<file path="config.mk">
export PLATFORM = sky130hd
export DESIGN_NAME = tempo_alarm
export DESIGN_NICKNAME = d
export VERILOG_FILES = /design/src/rtl/tempo_pkg.sv /design/src/rtl/tempo_tick_det.sv /design/src/rtl/tempo_alarm.sv
export SDC_FILE = /design/constraint.sdc
export NUM_CORES = 1
export LEC_CHECK = 0
export CORE_ASPECT_RATIO = 1.25
export CORE_MARGIN = 4
export CORE_UTILIZATION = 52
export CTS_BUF_LIST = sky130_fd_sc_hd__clkbuf_4 sky130_fd_sc_hd__clkbuf_8
export CTS_CLUSTER_DIAMETER = 40
export CTS_CLUSTER_SIZE = 16
export DETAILED_ROUTE_END_ITERATION = 16
export PLACE_DENSITY = 0.83
export SLEW_MARGIN = 20
export SYNTH_ARGS = -nofsm -noshare
export SYNTH_HDL_FRONTEND = slang
export SYNTH_SLANG_ARGS = --single-unit
</file>
<file path="constraint.sdc">
create_clock -name clk -period 4.5 [get_ports clk]
set_input_delay 0.45 -clock clk [delete_from_list [all_inputs] [get_ports clk]]
set_output_delay 0.45 -clock clk [all_outputs]
set_load 0.02 [all_outputs]
</file>
<file path="src/rtl/tempo_pkg.sv">
// Shared types for the tempo alarm: tempo width, tempo value type and FSM state encoding.
package tempo_pkg;

  localparam int TEMPO_W = 7;

  typedef logic [TEMPO_W-1:0] tempo_t;

  typedef enum logic [1:0] {
    IDLE  = 2'd0,
    ARMED = 2'd1,
    FIRED = 2'd2
  } state_e;

endpackage

</file>
<file path="src/rtl/tempo_tick_det.sv">
// Tick/skip detector: registers tempo each cycle and flags a +1 step (tick, 127->0 wraps)
// or any other change (skip).
module tempo_tick_det
  import tempo_pkg::*;
(
  input  logic   clk,
  input  logic   rst_n,
  input  tempo_t tempo,
  output logic   tick,
  output logic   skip
);

  tempo_t tempo_q;
  tempo_t tempo_inc;

  always_ff @(posedge clk or negedge rst_n) begin
    if (!rst_n) begin
      tempo_q <= '0;
    end else begin
      tempo_q <= tempo;
    end
  end

  // 7-bit add so 127 + 1 wraps to 0 and still counts as a tick.
  assign tempo_inc = tempo_q + tempo_t'(1);
  assign tick      = (tempo == tempo_inc);
  assign skip      = (tempo != tempo_q) && !tick;

endmodule

</file>
<file path="src/rtl/tempo_alarm.sv">
// Relative-delay alarm on a free-running 7-bit tempo counter.
// Define TEMPO_ALARM_RELOAD_EN to make the alarm periodic using the last accepted delta.
module tempo_alarm
  import tempo_pkg::*;
(
  input  logic   clk,
  input  logic   rst_n,
  input  tempo_t tempo,
  input  logic   load,
  input  tempo_t delta,
  input  logic   cancel,
  output logic   busy,
  output logic   alarm,
  output tempo_t remaining,
  output logic   skip_err
);

  logic   tick;
  logic   skip;
  state_e state_q, state_d;
  tempo_t remaining_q, remaining_d;
  logic   skip_err_q, skip_err_d;

  tempo_tick_det u_tick_det (
    .clk   (clk),
    .rst_n (rst_n),
    .tempo (tempo),
    .tick  (tick),
    .skip  (skip)
  );

`ifdef TEMPO_ALARM_RELOAD_EN
  tempo_t reload_q, reload_d;

  always_ff @(posedge clk or negedge rst_n) begin
    if (!rst_n) begin
      reload_q <= '0;
    end else begin
      reload_q <= reload_d;
    end
  end
`endif

  always_ff @(posedge clk or negedge rst_n) begin
    if (!rst_n) begin
      state_q     <= IDLE;
      remaining_q <= '0;
      skip_err_q  <= 1'b0;
    end else begin
      state_q     <= state_d;
      remaining_q <= remaining_d;
      skip_err_q  <= skip_err_d;
    end
  end

  // A load clears the sticky flag even if a skip is seen in the same cycle.
  assign skip_err_d = load ? 1'b0 : (skip_err_q | skip);

  always_comb begin
    state_d     = state_q;
    remaining_d = remaining_q;
`ifdef TEMPO_ALARM_RELOAD_EN
    reload_d    = reload_q;
`endif
    if (cancel) begin
      state_d     = IDLE;
      remaining_d = '0;
    end else if (load) begin
`ifdef TEMPO_ALARM_RELOAD_EN
      reload_d = delta;
`endif
      if (delta == '0) begin
        state_d     = FIRED;
        remaining_d = '0;
      end else begin
        state_d     = ARMED;
        remaining_d = delta;
      end
    end else begin
      case (state_q)
        ARMED: begin
          if (tick) begin
            if (remaining_q == tempo_t'(1)) begin
              state_d     = FIRED;
              remaining_d = '0;
            end else begin
              remaining_d = remaining_q - tempo_t'(1);
            end
          end
        end
        FIRED: begin
`ifdef TEMPO_ALARM_RELOAD_EN
          if (reload_q != '0) begin
            state_d     = ARMED;
            remaining_d = reload_q;
          end else begin
            state_d     = IDLE;
            remaining_d = '0;
          end
`else
          state_d     = IDLE;
          remaining_d = '0;
`endif
        end
        default: begin
          state_d     = IDLE;
          remaining_d = '0;
        end
      endcase
    end
  end

  assign busy      = (state_q == ARMED);
  assign alarm     = (state_q == FIRED);
  assign remaining = remaining_q;
  assign skip_err  = skip_err_q;

endmodule

</file>
==> results of run 1 <==
==> layer usage <==
layer / vias to the layer above / track usage / part of all wire
met1: 414 / 0.210 / 0.38
met5: - / 0 / 0
met2: 36 / 0.328 / 0.52
met4: 0 / 0.0949 / 0.028
li1: 440 / - / -
met3: 7 / 0.0192 / 0.068
==> report_power, final <==
group / internal, mW / total [mW] / switching (mW)
combinational: 0.0408 / 0.0829 / 0.0421
sequential: 0.161 / 0.170 / 0.00888
clock: 0.0405 / 0.0875 / 0.0470
==> cells in the final DEF (no fill, tap or decap), types with 3 or more instances in the layout <==
cell type,synthesis,routed
a21oi_1,8,8
ha_1,3,3
nand2b_1,3,3
nor3_1,4,4
nand3_1,6,6
xnor2_1,5,5
xor2_1,6,6
nor4_1,4,4
nor2_1,5,5
o21ai_0,3,3
inv_1,6,6
clkdlybuf4s50_1,0,27
dfrtp_1,17,17
clkbuf_4,0,4
nand4_1,3,3
nand2_1,9,9
==> kinds of logic (layout without fill, tap and decap cells) <==
logic type | after synthesis | in the layout
flops | 17 | 17
compound gates | 22 | 22
mux | 1 | 1
simple gates | 43 | 43
buf+inv | 8 | 37
xor+xnor | 11 | 11
fa+ha+maj | 3 | 3
==> final timing paths <==
kind / from / endpoint / slack, ns
max: tempo[4] / remaining[3] / 1.93
min: skip_err / skip_err / 0.56
max reg2reg: u_tick_det.tempo_q[4] / remaining[3] / 2.19
min reg2reg: skip_err / skip_err / 0.56
max in group asynchronous: rst_n / u_tick_det.tempo_q[1] / 3.42
min in group asynchronous: rst_n / state_q[0] / 0.59
==> flip-flops by register name (all words and copies together) (netlist names) <==
register,flops
remaining,7
state_q,2
u_tick_det.tempo_q,7
skip_err,1
==> area by class of cell <==
cell class                 instances  area [um^2]
inverter                           6         22.5
sequential                        17          425
tap                               19         23.8
clock buffer                       4         30.0
timing repair buffer              27          270
multi-input combinational         80          510
fill                             151          504
==> metrics by stage <==
stage               instance area, um^2  hold slack (ns)  setup slack (ns)  utilization  cells
floorplan                           986            0.154              2.33            -    105
global placement                   1250            0.508              1.71        0.701    149
finish                             1280            0.556              1.93        0.718    153
CTS                                1280            0.568              1.93        0.718    153
detailed placement                 1250            0.537              1.62        0.701    149
global route                       1280            0.589              1.85        0.718    153
==> tightest hold or removal path, delay by kind of cell (launching register included) <==
family	cells	cell delay [ns]
compound gates	1	0.05
flops	1	0.37
simple gates	1	0.10
==> impl_metrics.csv, run 1 <==
group,metric,value,unit
critical_path,cp_slowest_stage_delay,0.61,ns
clock_tree,cts_hold_buf,0,
yosys,synth.area.mux_share,0.0102,
critical_path,crit_cells,7,
floorplanning,core.rowCount,17,
sta,rsz0062_at_grt,"no",
sta,slew_viol_final,0,
clock_tree,postCtsSetupBuffers,0,
critical_path,critical_path.max_fanout,11,
critical_path,reg2reg_depth,6,
floorplanning,die-area,2660,um^2
detailed_routing,vias,897,
critical_path,endpoint_kind,"register",
yosys,synth-warning-count,0,
sta,hold_violations,0,
grt,grtUsageTotal,0.188,
yosys,yosysSeqAreaShare,0.431,
yosys,synth_xor_area_frac,0.0977,
yosys,syn-num-nets,126,
grt,antenna_found_initial,0,
yosys,synth_top_family_by_area,"simple AND/OR/NAND/NOR gates",
critical_path,cp.arrival,2.79,ns
pwr,power.total,0.340,mW
clock_tree,cts_sinks,17,
clock_tree,root_buffer,"clkbuf_4",
sta,fin_crit,2.57,ns
pwr,powerDensity,265,nW/um^2
place,port_buffers,27,
detailed_routing,wl_per_cell,14.8,um
critical_path,crit_path_top_delay_cell,"or4_4",
floorplanning,core,1790,um^2
clock_tree,clk_pin_slew_worst_paths,0.10,ns
grt,grt_max_degree,18,
run,max-cap-violations,0,
clock_tree,htreeDepth,1,
sta,fmax,389,MHz
detailed_routing,drt_pass1_iterations,4,
yosys,async_reset_ff_frac,1.00,
yosys,synth_simple_gate_area_share,0.236,
grt,grt_pass1_vias,903,
sta,tightest_slew,0.861,ns
yosys,syn_area,986,um^2
yosys,synth.most_common_cell,"dfrtp_1",
hold_path,holdCritPathClass,"reg -> reg",
yosys,synthCells,105,
floorplanning,io-pin-count,28,
sta,final.period_utilization,0.571,
critical_path,critical_path_class,"in -> reg",
yosys,ys_types,31,
sta,relSlewSlack,0.422,
outcome,outcome,"complete, no violations",
yosys,synth_top_flop_cell,"dfrtp_1",
detailed_routing,post-route-drc-count,0,
cells_and_area,areaGrowthSynthToFinish,30.1,%
clock_tree,cts_tree,"built",
hold_path,min_delay_path_depth,2,
critical_path,crit_chain,"clkdlybuf4s50_1 -> xor2_1 -> mux2i_1 -> a31oi_1 -> or4_4 -> or4_1 -> nand3_1",
sta,tns,0,ns
floorplanning,die_w,46.9,um
cells_and_area,antennaDiodeCount,0,
place,dp_hpwl,1840,um
yosys,synth_fa_ha_area_frac,0.0381,
critical_path,crit_required,4.72,ns
grt,gr-total-overflow,0,
clock_tree,postCtsResizedCells,0,
floorplanning,chipHeight,56.7,um
detailed_routing,vias_per_cell,5.86,
critical_path,path_buf_inv,1,
yosys,synth_compound_area_frac,0.136,
clock_tree,cts_buffers,3,
floorplanning,initial_core_util,0.552,
grt,grt_pass1_wl,3710,um
pwr,p_leak,0.536,nW
critical_path,crit_path_start_kind,"input pin",
yosys,synth_edf_count,0,
detailed_routing,ant_nets,0,
yosys,ys_ff_latch,17,
place,gp_congestion,0.878,
yosys,synth_common_cells,"dfrtp_1 (17), nand2_1 (9), a21oi_1 (8)",
critical_path,cp_top_family,"simple AND/OR/NAND/NOR gates",
yosys,syn_area_per_cell,9.39,um^2
clock_tree,clk_latency,0.29,ns
clock_tree,clock_path_buffers,2,
sta,fin_worst_skew,0.0134,ns
pwr,vdd.ir_drop.worst,0.208,mV
sta,setup_viol,0,
cells_and_area,drive_gt1_frac,0.0522,
cells_and_area,layout.nets,156,
yosys,yosys.area.top_type,"dfrtp_1",
detailed_routing,drt_iter0_markers,14,
detailed_routing,routed_wl,2270,um
yosys,synth_top_area_frac,0.431,
yosys,netlist_top_cells_area,"dfrtp_1 (43%), xor2_1 (5.3%), xnor2_1 (4.4%)",
(Power assumes the default switching activity.)
==> run 2: changes to the inputs <==
--- a/config.mk
+++ b/config.mk
@@ -7,12 +7,12 @@
 export LEC_CHECK = 0
 export CORE_ASPECT_RATIO = 1.25
 export CORE_MARGIN = 4
-export CORE_UTILIZATION = 52
+export CORE_UTILIZATION = 44
 export CTS_BUF_LIST = sky130_fd_sc_hd__clkbuf_4 sky130_fd_sc_hd__clkbuf_8
 export CTS_CLUSTER_DIAMETER = 40
 export CTS_CLUSTER_SIZE = 16
 export DETAILED_ROUTE_END_ITERATION = 16
-export PLACE_DENSITY = 0.83
+export PLACE_DENSITY = 0.75
 export SLEW_MARGIN = 20
 export SYNTH_ARGS = -nofsm -noshare
 export SYNTH_HDL_FRONTEND = slang
==> constraint.sdc (replaced) <==
create_clock -name clk -period 2.33 [get_ports clk]
set_input_delay 0.233 -clock clk [delete_from_list [all_inputs] [get_ports clk]]
set_output_delay 0.233 -clock clk [all_outputs]
set_load 0.02 [all_outputs]
==> impl_metrics.csv, run 2 (synthesis gave the netlist of run 1 again) <==
group,metric,value,unit
floorplanning,core,2050,um^2
clock_tree,postCtsSetupBuffers,0,
clock_tree,clk_pin_slew_worst_paths,0.11,ns
detailed_routing,vias_per_cell,5.45,
critical_path,cp.arrival,2.48,ns
sta,slew_viol_final,0,
cells_and_area,fillCellCount,170,
cells_and_area,antennaDiodeCount,0,
clock_tree,cts_buffers,3,
pwr,switching_share,0.306,
sta,worst_hold_slack,0.369,ns
sta,final.period_utilization,0.962,
outcome,outcome,"complete, no violations",
clock_tree,clock_path_buffers,2,
cells_and_area,areaGrowthSynthToFinish,35.7,%
place,dp_hpwl,1880,um
cells_and_area,layout.nets,160,
clock_tree,root_buffer,"clkbuf_4",
grt,grtUsageTotal,0.166,
critical_path,r2r_slack,0.13,ns
place,place_ws,-0.257,ns
pwr,vdd.ir_drop.worst,0.316,mV
pwr,p_leak,0.556,nW
floorplanning,chipHeight,60.9,um
sta,fin_worst_skew,0.0100,ns
sta,relSlewSlack,0.484,
detailed_routing,wl_per_cell,14.6,um
critical_path,critical_path.max_fanout,4,
detailed_routing,top_layer,"met4",
critical_path,crit_required,2.57,ns
pwr,powerDensity,493,nW/um^2
sta,layout_setup_ws,0.0875,ns
clock_tree,cts_tree,"built",
grt,grt_pass1_wl,3810,um
hold_path,holdCritPathClass,"in -> async",
clock_tree,clk_latency,0.30,ns
detailed_routing,vias,915,
detailed_routing,routed_wl,2450,um
detailed_routing,drt_pass1_iterations,4,
pwr,power_frac_comb,0.250,
floorplanning,die-area,3070,um^2
sta,fin_crit,2.24,ns
detailed_routing,detailroute.wirelength.met3,180,um
sta,tightest_slew,0.772,ns
detailed_routing,ant_nets,0,
cells_and_area,final_cell_mix,"clkdlybuf4s50_1 (27), dfrtp_1 (17), nand2_1 (9), a21oi_1 (8)",
grt,gr-total-overflow,0,
floorplanning,core.rowCount,18,
detailed_routing,route.met2.wl,1330,um
cells_and_area,drive_gt1_frac,0.0942,
floorplanning,io-pin-count,28,
clock_tree,htreeDepth,1,
detailed_routing,drt_iter0_markers,25,
critical_path,endpoint_kind,"register",
grt,grt_max_degree,18,
floorplanning,die_w,50.3,um
critical_path,crit_path_start_kind,"input pin",
pwr,netSwitchingPower,0.202,mW
pwr,clkPwrFrac,0.252,
grt,antenna_found_initial,0,
sta,hold_violations,0,
cells_and_area,layout_commonest_cell,"clkdlybuf4s50_1",
run,max-cap-violations,0,
floorplanning,initial_core_util,0.481,
grt,grt_pass1_vias,893,
detailed_routing,wl_met1,886,um
sta,setup_viol,0,
clock_tree,cts_sinks,17,
pwr,p_seq_frac,0.499,
place,port_buffers,27,
cells_and_area,regArea,425,um^2
place,gp_congestion,0.890,
sta,fmax,446,MHz
cells_and_area,multi_input_area,524,um^2
critical_path,critical_path_class,"in -> reg",
pwr,internal-power,0.457,mW
detailed_routing,post-route-drc-count,0,
-- run 2: changes by cell type in the layout (fill, tap and decap cells not counted), sizes merged --
cell and delta:
buf +4, clkbuf -1, clkinv +1
-- run 2: repair_timing --
item,in CTS,in global routing
endpoints found under the hold margin,0,0
hold buffers,0,0
resized for setup,0,2
setup endpoints to repair,0,5
-- run 2: layer usage --
| layer | global-route usage | vias up |
|---|---|---|
| li1 | - | 445 |
| met2 | 0.332 | 40 |
| met3 | 0.0393 | 4 |
| met5 | 0 | - |
| met1 | 0.161 | 426 |
| met4 | 0.0769 | 0 |
-- run 2: power by group through the flow --
stage	Combinational, mW	Clock, mW	Sequential [mW]
after floorplan	0.0745	0	0.342
after global placement	0.163	0	0.333
after global routing	0.178	0.180	0.332
final	0.165	0.166	0.329
after CTS	0.164	0.165	0.328
after detailed placement	0.163	0	0.334
-- run 2: final timing paths --
check,start,end,cells after the start
worst max-delay path,tempo[4],remaining[3],7
worst min-delay path,rst_n,remaining[6],1
worst max register to register,u_tick_det.tempo_q[1],remaining[3],7
worst min register to register,skip_err,skip_err,2
max in group asynchronous,rst_n,remaining[3],1
min in group clk,tempo[6],u_tick_det.tempo_q[6],1
-- run 2: metrics by stage --
| stage | util | instances | area (um^2) | total power, mW | TNS (ns) |
|---|---|---|---|---|---|
| after floorplan | - | 105 | 986 | 0.417 | 0 |
| after global placement | 0.632 | 164 | 1300 | 0.496 | -0.789 |
| after detailed placement | 0.632 | 164 | 1300 | 0.497 | -1.60 |
| after CTS | 0.646 | 168 | 1320 | 0.657 | 0 |
| after global routing | 0.653 | 168 | 1340 | 0.690 | -0.0212 |
| final | 0.653 | 168 | 1340 | 0.659 | 0 |
-- run 2: area by class of cell --
| class | count | area share |
|---|---|---|
| well taps | 30 | 0.0281 |
| repair buffers | 31 | 0.225 |
| multi-input cells | 80 | 0.392 |
| clock inverters | 1 | 0.00374 |
| inverters | 6 | 0.0168 |
| clock buffers | 3 | 0.0168 |
| flip-flops and latches | 17 | 0.318 |
-- run 2: worst max-delay path, cell delays in order --
cell and delay, ns:
clkdlybuf4s50_1 0.54, xor2_2 0.22, mux2i_1 0.22, a31oi_1 0.10, or4_4 0.56, or4_1 0.51, nand3_1 0.09
